===== config.mk =====
export PLATFORM = sky130hd
export DESIGN_NAME = fir_out_requant_fifo
export DESIGN_NICKNAME = d
export VERILOG_FILES = /design/src/rtl/fir_out_requant_fifo.sv
export SDC_FILE = /design/constraint.sdc
export NUM_CORES = 1
export LEC_CHECK = 0
export ABC_AREA = 1
export ABC_CLOCK_PERIOD_IN_PS = 2800
export CORE_AREA = 2 2 195 197
export DETAILED_ROUTE_END_ITERATION = 10
export DIE_AREA = 0 0 197 199
export HOLD_SLACK_MARGIN = 0.02
export SETUP_SLACK_MARGIN = 0.3
export SLEW_MARGIN = 0
export SYNTH_ARGS = -nofsm -noshare
export SYNTH_HDL_FRONTEND = slang
export SYNTH_SLANG_ARGS = --single-unit

===== constraint.sdc =====
create_clock -name clk -period 2.8 [get_ports clk]
set_clock_uncertainty 0.05 [all_clocks]
set_input_delay 0.84 -clock clk [delete_from_list [all_inputs] [get_ports clk]]
set_output_delay 0.84 -clock clk [all_outputs]
set_load 0.1 [all_outputs]

===== src/rtl/fir_out_requant_fifo.sv =====
// FIR output stage: round half-up by SHIFT, saturate to OUT_W, buffer in a FWFT FIFO.
// Latency: sample enters FIFO two edges after in_valid.
// Backpressure: none upstream; samples arriving on a full FIFO with no pop are dropped and flagged.

module sync_fifo #(
  parameter int W     = 16,
  parameter int DEPTH = 8,
  parameter int LVL_W = $clog2(DEPTH) + 1
) (
  input  logic             clk,
  input  logic             rst,
  input  logic             push_vld,
  input  logic [W-1:0]     push_dat,
  output logic             pop_vld,
  input  logic             pop_rdy,
  output logic [W-1:0]     pop_dat,
  output logic [LVL_W-1:0] level,
  output logic             full,
  output logic             drop
);
  localparam int AW = $clog2(DEPTH);

  logic [W-1:0]  mem [DEPTH];
  logic [AW-1:0] wr_ptr;
  logic [AW-1:0] rd_ptr;
  logic [W-1:0]  hold_q;
  logic          do_push;
  logic          do_pop;

  assign pop_vld = (level != '0);
  assign full    = (level == LVL_W'(DEPTH));
  assign do_pop  = pop_vld & pop_rdy;
  // A pop in the same cycle frees a slot, so a full FIFO still accepts the push.
  assign do_push = push_vld & (~full | do_pop);
  assign drop    = push_vld & full & ~do_pop;
  assign pop_dat = pop_vld ? mem[rd_ptr] : hold_q;

  always_ff @(posedge clk) begin
    if (do_push) mem[wr_ptr] <= push_dat;
  end

  always_ff @(posedge clk or negedge rst) begin
    if (!rst) begin
      wr_ptr <= '0;
      rd_ptr <= '0;
      level  <= '0;
      hold_q <= '0;
    end else begin
      if (do_push) wr_ptr <= wr_ptr + AW'(1);
      if (do_pop) begin
        rd_ptr <= rd_ptr + AW'(1);
        hold_q <= mem[rd_ptr];
      end
      case ({do_push, do_pop})
        2'b10:   level <= level + LVL_W'(1);
        2'b01:   level <= level - LVL_W'(1);
        default: level <= level;
      endcase
    end
  end
endmodule

module fir_out_requant_fifo #(
  parameter int IN_W  = 32,
  parameter int OUT_W = 16,
  parameter int SHIFT = 15,
  parameter int DEPTH = 8,
  parameter int CNT_W = 16
) (
  input  logic                     clk,
  input  logic                     rst,
  input  logic [IN_W-1:0]          y_in,
  input  logic                     in_valid,
  output logic [OUT_W-1:0]         out_data,
  output logic                     out_valid,
  input  logic                     out_ready,
  output logic [$clog2(DEPTH):0]   level,
  output logic                     full,
  output logic                     overflow,
  output logic [CNT_W-1:0]         sat_count,
  input  logic                     clr_flags
);
  // Half-LSB rounding constant; collapses to zero when SHIFT is 0.
  localparam logic signed [IN_W:0] RND  = ({{IN_W{1'b0}}, 1'b1} << SHIFT) >> 1;
  localparam logic signed [IN_W:0] SMAX = {{(IN_W+2-OUT_W){1'b0}}, {(OUT_W-1){1'b1}}};
  localparam logic signed [IN_W:0] SMIN = {{(IN_W+2-OUT_W){1'b1}}, {(OUT_W-1){1'b0}}};
  localparam logic [OUT_W-1:0]     OMAX = {1'b0, {(OUT_W-1){1'b1}}};
  localparam logic [OUT_W-1:0]     OMIN = {1'b1, {(OUT_W-1){1'b0}}};

  logic signed [IN_W:0] y_ext;
  logic signed [IN_W:0] rnd_sum;
  logic                 s1_vld;
  logic signed [IN_W:0] s1_r;
  logic                 sat_hi;
  logic                 sat_lo;
  logic                 sat_evt;
  logic [OUT_W-1:0]     s2_nxt;
  logic                 s2_vld;
  logic [OUT_W-1:0]     s2_dat;
  logic                 drop;

  always_comb begin
    y_ext   = $signed({y_in[IN_W-1], y_in});
    rnd_sum = y_ext + RND;
  end

  always_ff @(posedge clk or negedge rst) begin
    if (!rst) begin
      s1_vld <= 1'b0;
      s1_r   <= '0;
    end else begin
      s1_vld <= in_valid;
      if (in_valid) s1_r <= rnd_sum >>> SHIFT;
    end
  end

  always_comb begin
    sat_hi  = (s1_r > SMAX);
    sat_lo  = (s1_r < SMIN);
    sat_evt = s1_vld & (sat_hi | sat_lo);
    s2_nxt  = s1_r[OUT_W-1:0];
    if (sat_hi) s2_nxt = OMAX;
    else if (sat_lo) s2_nxt = OMIN;
  end

  always_ff @(posedge clk or negedge rst) begin
    if (!rst) begin
      s2_vld <= 1'b0;
      s2_dat <= '0;
    end else begin
      s2_vld <= s1_vld;
      if (s1_vld) s2_dat <= s2_nxt;
    end
  end

  sync_fifo #(
    .W     (OUT_W),
    .DEPTH (DEPTH),
    .LVL_W ($clog2(DEPTH) + 1)
  ) u_fifo (
    .clk      (clk),
    .rst      (rst),
    .push_vld (s2_vld),
    .push_dat (s2_dat),
    .pop_vld  (out_valid),
    .pop_rdy  (out_ready),
    .pop_dat  (out_data),
    .level    (level),
    .full     (full),
    .drop     (drop)
  );

  // A new event in the clearing cycle takes priority over the clear.
  always_ff @(posedge clk or negedge rst) begin
    if (!rst) begin
      overflow  <= 1'b0;
      sat_count <= '0;
    end else begin
      if (drop) overflow <= 1'b1;
      else if (clr_flags) overflow <= 1'b0;

      if (clr_flags) sat_count <= sat_evt ? CNT_W'(1) : '0;
      else if (sat_evt && !(&sat_count)) sat_count <= sat_count + CNT_W'(1);
    end
  end
endmodule


==> impl_metrics.toml, run 1 <==
[finish]
drive_gt1_frac = 0.222
n_antenna_cell = 0
final_nets = 1112
area_growth_pct = 37.1
nFillCells = 3634

[sta]
tightestPinTransition_ps = 618
fin_crit_ps = 3020
final_max_slew_viol_count = 0
whs_ps = 172
max_clock_freq_mhz = 331
fin_crit_sh = 1.08
rsz0062_at_grt = "true"
setup_tns_ps = -2900
hold_viol_final = 0
fin_ws_ps = -218
slew_headroom = 0.588
setup_viol = 16

[floorplanning]
io_pins = 76
initial_core_util = 0.247
core.rowCount = 71
die_h_um = 199
coreArea_sq_um = 37100
die_area_sq_um = 39200
die_w_um = 197

[yosys]
postSynthCellCount = 969
ys_seq_area_frac = 0.634
syn_area_per_cell_sq_um = 9.47
syn_area_sq_um = 9180
ys_ff_latch = 207
syn-num-nets = 1013
synth_cell_types = 30
ys_warn_count = 0

[clock_tree]
cts_tree = "built"
cts_sinks = 207
insertion_delay_ps = 530
cts_hold_buf = 0
cts_buffers = 24
clock-root-buffer = "clkbuf_16"
cts.clk_slew.worst_paths_ps = 60
h-tree-depth = 1
clock_path_buffers = 3

[power]
p_leak_nw = 5.04
ir_drop_mv = 0.510
powerDensity_nw_per_um2 = 1230

[detailed_routing]
route.detailed.drc = 0
drt_iter0_drc = 487
wl_per_cell_um = 14.4
drtAntennaViolNets = 0
dr.pass1.iters = 5
viasPerCell = 4.38
num_vias = 6835
drt-total-wl_um = 22500

[run]
maxCapViolCount = 0

[outcome]
violations = "negative setup slack"
status = "finished with violations"

[placement]
dpl.hpwl_um = 13000
port_buffers = 61
gp_routability_congestion = 0.800
dpl_worst_slack_ps = 167

[grt]
gr-usage-all-layers = 0.113
grt_pass1_wl_um = 35100
grt_max_degree = 57
grt_pass1_vias = 6532
grt_remaining_overflow = 0
antenna_found_initial = 0

[worst_setup_path]
r2r-start = "u_fifo.rd_ptr[0]$_DFFE_PN0N_"
cp_max_fo = 6
arrival_ps = 2130
critPathLaunch = "u_fifo.rd_ptr[0]$_DFFE_PN0N_"
reg2reg_depth = 22
worstPathRequired_ps = 1910
critical_path_class = "flip-flop to output pin"
crit_path_end_kind = "output pin"
startpoint_type = "flip-flop"

[worst_hold_path]
min_path_type = "primary input to asynchronous set/reset pin"
[synthesized netlist by cell type (all sizes together)]
library cell | number | share of area
a21oi | 4 | 0.0022
a31oi | 1 | 0.00068
buf | 21 | 0.012
clkbuf | 18 | 0.0074
clkinv | 2 | 0.00082
dfrtp | 79 | 0.22
edfxtp | 128 | 0.42
fa | 1 | 0.0022
ha | 6 | 0.0082
inv | 50 | 0.020
nand2 | 263 | 0.11
nand3 | 28 | 0.016
nand3b | 3 | 0.0025
nand4 | 16 | 0.011
nor2 | 190 | 0.079
nor3 | 4 | 0.0022
o21ai | 130 | 0.071
o21bai | 3 | 0.0025
o22ai | 1 | 0.00068
or2 | 1 | 0.00068
xnor2 | 3 | 0.0029
xor2 | 17 | 0.016
[what timing repair did]
| item | CTS | global route |
|---|---|---|
| pin swaps | 7 | 35 |
| resized for setup | 47 | 88 |
| gates cloned | 5 | 5 |
| setup endpoints to repair | 18 | 20 |
| setup buffers | 15 | 4 |
[layer usage]
layer  vias up  global-route usage  wire (um)
met5         -                   0          0
met4         0              0.0329        258
met3        21              0.0188       1070
met2       164               0.184      10600
met1      3237               0.154      10600
li1       3413                   -          -
[final timing paths]
check / slack [ps] / endpoint
setup / recovery: -220 / out_data[8]
hold / removal: 170 / u_fifo.rd_ptr[1]$_DFFE_PN0N_
setup reg to reg: 50 / u_fifo.hold_q[12]$_DFFE_PN0N_
hold reg to reg: 430 / s1_r[10]$_DFFE_PN0P_
max in group asynchronous: 1900 / s1_r[15]$_DFFE_PN0P_
min in group clk: 430 / s1_r[10]$_DFFE_PN0P_
[flip-flops by register name (all words and copies together), names as in the netlist]
signal,flops
overflow,1
s1_r,18
s1_vld,1
s2_dat,16
s2_vld,1
sat_count,16
u_fifo.hold_q,16
u_fifo.level,4
u_fifo.mem,128
u_fifo.rd_ptr,3
u_fifo.wr_ptr,3
[power breakdown]
group | switching, mW | leakage [nW] | internal (mW) | total (mW)
sequential | 0.318 | 2.16 | 3.86 | 4.18
combinational | 5.06 | 2.48 | 3.03 | 8.09
clock | 1.27 | 0.400 | 1.96 | 3.23
total | 6.65 | 5.04 | 8.84 | 15.5
[cell families (layout without fill, tap and decap cells)]
group	count (synthesis)	count (layout)	share of synthesized area
XOR/XNOR	20	20	0.0191
buffers and inverters	91	207	0.0402
AND/OR/NAND/NOR	505	505	0.219
flip-flops	207	207	0.634
adder cells (fa/ha/maj)	7	7	0.0104
AO/OA/AOI/OAI	139	139	0.0769
[layout make-up]
type | count | area (sq um) | share of cell area
sequential | 207 | 5840 | 0.464
multi-input combinational | 671 | 3570 | 0.284
timing repair buffer | 112 | 1550 | 0.123
clock buffer | 25 | 604 | 0.0480
tap | 474 | 593 | 0.0471
clock inverter | 18 | 226 | 0.0180
inverter | 52 | 201 | 0.0160
[critical path: stages (launching register included)]
cell       delay, ps
dfrtp_2          480
buf_6            170
clkbuf_16        160
nor2_2           100
nor2_1            40
o21ai_0           80
nand2_1           80
nand2_1           70
nand2_2          100
nand2_2          100
o21ai_4           60
buf_12           170
[metrics by stage]
step                      instances  instance area [sq um]  total power [mW]   util
after global routing           1559                  12600              16.3  0.339
after CTS                      1550                  12200              15.0  0.329
final                          1559                  12600              15.5  0.339
after floorplan                 969                   9540              8.77      -
after global placement         1487                  11000              10.9  0.296
after detailed placement       1487                  11000              11.0  0.296
[cells in the final DEF, fill, tap and decap left out, types with 20 or more instances in the layout]
master	Yosys	final
nand3_1	27	25
nor2_4	1	23
buf_4	0	36
buf_12	0	31
nand2_1	261	231
o21ai_1	19	40
nor2_2	3	20
clkbuf_16	0	29
edfxtp_1	128	128
inv_1	46	44
o21ai_0	111	73
nor2_1	186	147
dfrtp_1	79	74
nand2_2	2	26
clkdlybuf4s50_1	0	21
Power figures use the tool's default switching activity.
==> run 2: changes to the inputs <==
ABC_AREA = default   (was 1)
CORE_AREA = 2 2 192 194   (was 2 2 195 197)
DIE_AREA = 0 0 194 196   (was 0 0 197 199)
HOLD_SLACK_MARGIN = default   (was 0.02)
MAX_ROUTING_LAYER = met4   (was default)
==> run 2 against run 1 <==
Compared with the run above: the run still ends with negative setup slack left; power decreased by 7.5%; core utilization decreased by 0.44 points; fmax is 2.9% lower; first-iteration DRC count shrank 26%; sequential cell count unchanged; combinational power decreased by 15%; cell area down 4.1%; critical path type unchanged; largest power group unchanged.
==> impl_metrics.toml, run 2 <==
[worst_setup_path]
reg2reg_depth = 8
arrival_ps = 2220
crit_path_end_kind = "output pin"
r2r-start = "u_fifo.level[1]$_DFFE_PN0P_"
critical_path_class = "flip-flop to output pin"
worstPathRequired_ps = 1910
cp_max_fo = 14
rr_endpoint = "u_fifo.mem[2][2]$_DFFE_PP_"
startpoint_type = "flip-flop"
r2r_slack_ps = 410

[yosys]
synth-compound-area-share = 0.0987
syn-num-nets = 673
synth_top_area_frac = 0.431
synth.most_common_cell = "edfxtp_1"
synthSimpleGateAreaFrac = 0.0852
synth_top_area_cell = "edfxtp_1"
ys.flop_type = "edfxtp_1"
synth_common_cells = "edfxtp_1, dfrtp_1, nand2_1"
synth_cell_types = 54
synthAdderAreaFrac = 0.0107
async_reset_ff_frac = 0.382
ys_seq_area_frac = 0.652
synth_edf_count = 128
synthXorXnorAreaFrac = 0.0186
synth.mux.area_fraction = 0.111
syn_area_sq_um = 8920
syn_area_per_cell_sq_um = 14.2
synth_top_family_by_area = "multiplexers"
ys_warn_count = 0
postSynthCellCount = 629
ys_ff_latch = 207
synthTopCellsByArea = "edfxtp_1, dfrtp_1, mux4_2, mux2i_1, a21oi_1"

[floorplanning]
die_h_um = 196
core.rowCount = 70
die_w_um = 194
coreArea_sq_um = 36100
initial_core_util = 0.247
die_area_sq_um = 38000
io_pins = 76

[detailed_routing]
drt-total-wl_um = 19300
drtAntennaViolNets = 0
dr.pass1.iters = 4
num_vias = 5596
wl_per_cell_um = 15.6
viasPerCell = 4.54
route.detailed.drc = 0
drt_iter0_drc = 360

[grt]
grt_max_degree = 45
grt_remaining_overflow = 0
grt_pass1_wl_um = 30600
grt_pass1_vias = 5465
gr-usage-all-layers = 0.103
antenna_found_initial = 0

[clock_tree]
h-tree-depth = 1
insertion_delay_ps = 500
clock-root-buffer = "clkbuf_16"
clock_path_buffers = 3
cts_hold_buf = 0
cts.clk_slew.worst_paths_ps = 60
cts_buffers = 23
cts_tree = "built"
cts_sinks = 207

[finish]
top_regs = "u_fifo.mem x128, s1_r x18"
n_antenna_cell = 0
fin_area_sq_um = 12100
area_growth_pct = 35.3
layout_common_cells = "edfxtp_1, buf_4, dfrtp_1"
top_register = "u_fifo.mem"
final_nets = 793
final_common_cell = "edfxtp_1"
drive_gt1_frac = 0.320
nFillCells = 3516
largest_register_ffs = 128

[placement]
gp_routability_congestion = 0.755
placed_area_sq_um = 10900
dpl.hpwl_um = 12400
port_buffers = 61

[sta]
rsz0062_at_grt = "true"
setup_viol = 18
slew_headroom = 0.582
fin_crit_ps = 3110
fin_ws_ps = -307
hold_viol_final = 0
setup_tns_ps = -4780
tightestPinTransition_ps = 626
final_max_slew_viol_count = 0
max_clock_freq_mhz = 322
fin_crit_sh = 1.11

[run]
maxCapViolCount = 0

[power]
p_leak_nw = 4.42
ir_drop_mv = 1.97
powerDensity_nw_per_um2 = 1190

[outcome]
status = "finished with violations"
violations = "negative setup slack"

[worst_hold_path]
min_path_type = "primary input to asynchronous set/reset pin"
## run 2: per-layer routing
layer / up-vias / routed length, um / track usage / part of all wire
li1: 2663 / - / - / -
met1: 2803 / 9430 / 0.145 / 0.49
met2: 104 / 8580 / 0.153 / 0.45
met3: 26 / 865 / 0.0182 / 0.045
met4: 0 / 379 / 0.0278 / 0.020
met5: - / 0 / - / 0
## run 2: worst max-delay path by stage
| stage | to | cells past startpoint | startpoint |
|---|---|---|---|
| 2_1_floorplan | out_data[13] | 4 | u_fifo.level[0]$_DFFE_PN0P_ |
| 3_3_place_gp | u_fifo.level[3]$_DFFE_PN0P_ | 9 | out_ready |
| 3_5_place_dp | u_fifo.level[3]$_DFFE_PN0P_ | 9 | out_ready |
| 4_1_cts | out_data[7] | 6 | u_fifo.rd_ptr[0]$_DFFE_PN0N_ |
| 5_1_grt | out_data[14] | 6 | u_fifo.rd_ptr[0]$_DFFE_PN0N_ |
| 6_report | out_data[10] | 6 | u_fifo.rd_ptr[0]$_DFFE_PN0N_ |
## run 2: per-stage QoR
step	instances	util	total power, mW	hold slack [ps]	setup WS [ps]
5_1_grt	1233	0.335	14.9	341	-408
6_report	1233	0.335	14.3	306	-307
2_1_floorplan	629	-	8.42	339	-256
4_1_cts	1226	0.331	14.3	318	-340
3_3_place_gp	1178	0.302	10.7	412	-105
3_5_place_dp	1178	0.302	10.7	422	-57.1
## run 2: layout make-up
cell class | instances | area, sq um | share of cell area
clock buffer | 26 | 597 | 0.0494
clock inverter | 15 | 210 | 0.0174
inverter | 13 | 52.6 | 0.00435
multi-input combinational | 371 | 3250 | 0.269
sequential | 207 | 5840 | 0.484
tap | 468 | 586 | 0.0485
timing repair buffer | 133 | 1530 | 0.127
## run 2: cells by family after synthesis
| group | after synthesis |
|---|---|
| buffers and inverters | 51 |
| adder cells (fa/ha/maj) | 7 |
| AO/OA/AOI/OAI | 131 |
| flip-flops | 207 |
| AND/OR/NAND/NOR | 156 |
| multiplexers | 58 |
| XOR/XNOR | 19 |
## run 2: critical path: stages, from the launching register on
cell     delay (ps)
dfrtp_2         420
buf_12          190
mux4_2          510
mux2i_1         180
buf_4           170
a21oi_4          60
buf_12          160
## run 2: what timing repair did
item                       CTS  global route
setup buffers                4             6
gates resized for setup     35            13
pin swaps                    2             8
cloned                       3             1
setup endpoints to repair   18            19
## run 2: report_power, final
group          internal (mW)  switching, mW  total, mW  leakage, nW
Clock                   1.99           1.20       3.20        0.383
Combinational           2.87           4.02       6.89         1.92
Sequential              3.89          0.338       4.23         2.11
==> run 3: changes to the inputs <==
CORE_AREA = 2 2 137 273   (was 2 2 192 194)
DIE_AREA = 0 0 139 275   (was 0 0 194 196)
==> run 3 against run 2 <==
Compared with the run above: final cell count is 1.5% lower; the flow still finishes with violations (negative setup slack); critical endpoint is now out_data[12]; setup slack worse by 48 ps; via count is 0.68% lower; critical path depth is 1 higher; first-iteration DRC count is 13% lower.
==> impl_metrics.toml, run 3 (synthesis gave the netlist of run 2 again) <==
[floorplanning]
die_h_um = 275
core.rowCount = 99
die_area_sq_um = 38200
coreArea_sq_um = 36200
initial_core_util = 0.247
die_w_um = 139
io_pins = 76

[clock_tree]
cts_tree = "built"
h-tree-depth = 1
cts_hold_buf = 0
cts_buffers = 22
clock-root-buffer = "clkbuf_16"
clock_path_buffers = 3
insertion_delay_ps = 500
cts_sinks = 207
cts.clk_slew.worst_paths_ps = 60

[finish]
final_nets = 789
final_common_cell = "edfxtp_1"
nFillCells = 3513
drive_gt1_frac = 0.318
largest_register_ffs = 128
top_regs = "u_fifo.mem x128, s1_r x18"
multi_input_area_sq_um = 3280
regArea_sq_um = 5840
n_antenna_cell = 0
area_growth_pct = 34.0
fin_area_sq_um = 12000
top_register = "u_fifo.mem"
layout_common_cells = "edfxtp_1, buf_4, dfrtp_1"

[sta]
tightestPinTransition_ps = 626
slew_headroom = 0.583
hold_viol_final = 0
rsz0062_at_grt = "true"
fin_crit_ps = 3150
setup_viol = 18
max_clock_freq_mhz = 317
fin_crit_sh = 1.13
setup_tns_ps = -5190
final_max_slew_viol_count = 0
fin_ws_ps = -354

[power]
ir_drop_mv = 1.64
powerDensity_nw_per_um2 = 1160
p_leak_nw = 4.38
fin_total_pwr_mw = 13.9

[outcome]
violations = "negative setup slack"
status = "finished with violations"

[placement]
gp_routability_congestion = 0.813
dpl.hpwl_um = 11800
placed_area_sq_um = 10800
port_buffers = 61

[worst_setup_path]
cp_max_fo = 6
worstPathRequired_ps = 1910
arrival_ps = 2260
crit_path_end_kind = "output pin"
critical_path_class = "flip-flop to output pin"
startpoint_type = "flip-flop"

[grt]
grt_pass1_wl_um = 29800
gr-usage-all-layers = 0.0972
grt_max_degree = 46
grt_pass1_vias = 5612
antenna_found_initial = 0
grt_remaining_overflow = 0

[detailed_routing]
drt_iter0_drc = 313
route.detailed.drc = 0
num_vias = 5558
drtAntennaViolNets = 0
wl_per_cell_um = 15.2
drt-total-wl_um = 18400
viasPerCell = 4.57
dr.pass1.iters = 4

[run]
maxCapViolCount = 0

[worst_hold_path]
min_path_type = "primary input to asynchronous set/reset pin"
-- run 3: worst max-delay path, stage by stage, from the launching register on --
cell	delay, ps
dfrtp_2	460
buf_6	140
clkbuf_16	150
mux4_2	490
mux2i_1	150
buf_4	150
a21oi_4	60
buf_12	160
-- run 3: final timing paths --
kind	from	endpoint	slack, ps	cells past startpoint
min in group clk	s1_vld$_DFF_PN0_	s2_vld$_DFF_PN0_	380	0
setup reg to reg	u_fifo.level[0]$_DFFE_PN0P_	u_fifo.level[3]$_DFFE_PN0P_	370	11
hold reg to reg	s1_vld$_DFF_PN0_	s2_vld$_DFF_PN0_	380	0
setup / recovery	u_fifo.rd_ptr[0]$_DFFE_PN0N_	out_data[12]	-350	7
hold / removal	rst	u_fifo.level[3]$_DFFE_PN0P_	320	1
max in group asynchronous	rst	s1_vld$_DFF_PN0_	1760	2
-- run 3: final cells by class --
class,instances,area share
Timing Repair Buffer,130,0.128
Clock buffer,30,0.0512
Tap cell,454,0.0475
Inverter,13,0.00439
Multi-Input combinational cell,371,0.274
Clock inverter,10,0.00649
Sequential cell,207,0.489
-- run 3: what timing repair did --
action,4_1_cts,5_1_grt
pin swaps,2,16
gates cloned,2,3
endpoints found under the setup margin,18,19
gates resized for setup,30,23
setup buffers,4,6
-- run 3: where the power goes --
part / total, mW / leakage (nW) / switching [mW] / internal, mW
registers: 4.25 / 2.11 / 0.355 / 3.89
logic: 6.86 / 1.93 / 3.98 / 2.89
clock network: 2.77 / 0.337 / 1.14 / 1.63
-- run 3: stage by stage --
step                       util  hold WS [ps]  worst slack, ps  cells
after CTS                 0.324           324             -379   1206
after detailed placement  0.300           374            -70.0   1160
after floorplan               -           339             -256    629
after global placement    0.300           384            -64.9   1160
final                     0.331           317             -354   1215
after global routing      0.331           353             -420   1215
-- run 3: metal layers --
layer | track usage | wire [um]
met1 | 0.117 | 7740
met2 | 0.171 | 9630
met3 | 0.0139 | 698
met4 | 0.0237 | 347
met5 | - | 0
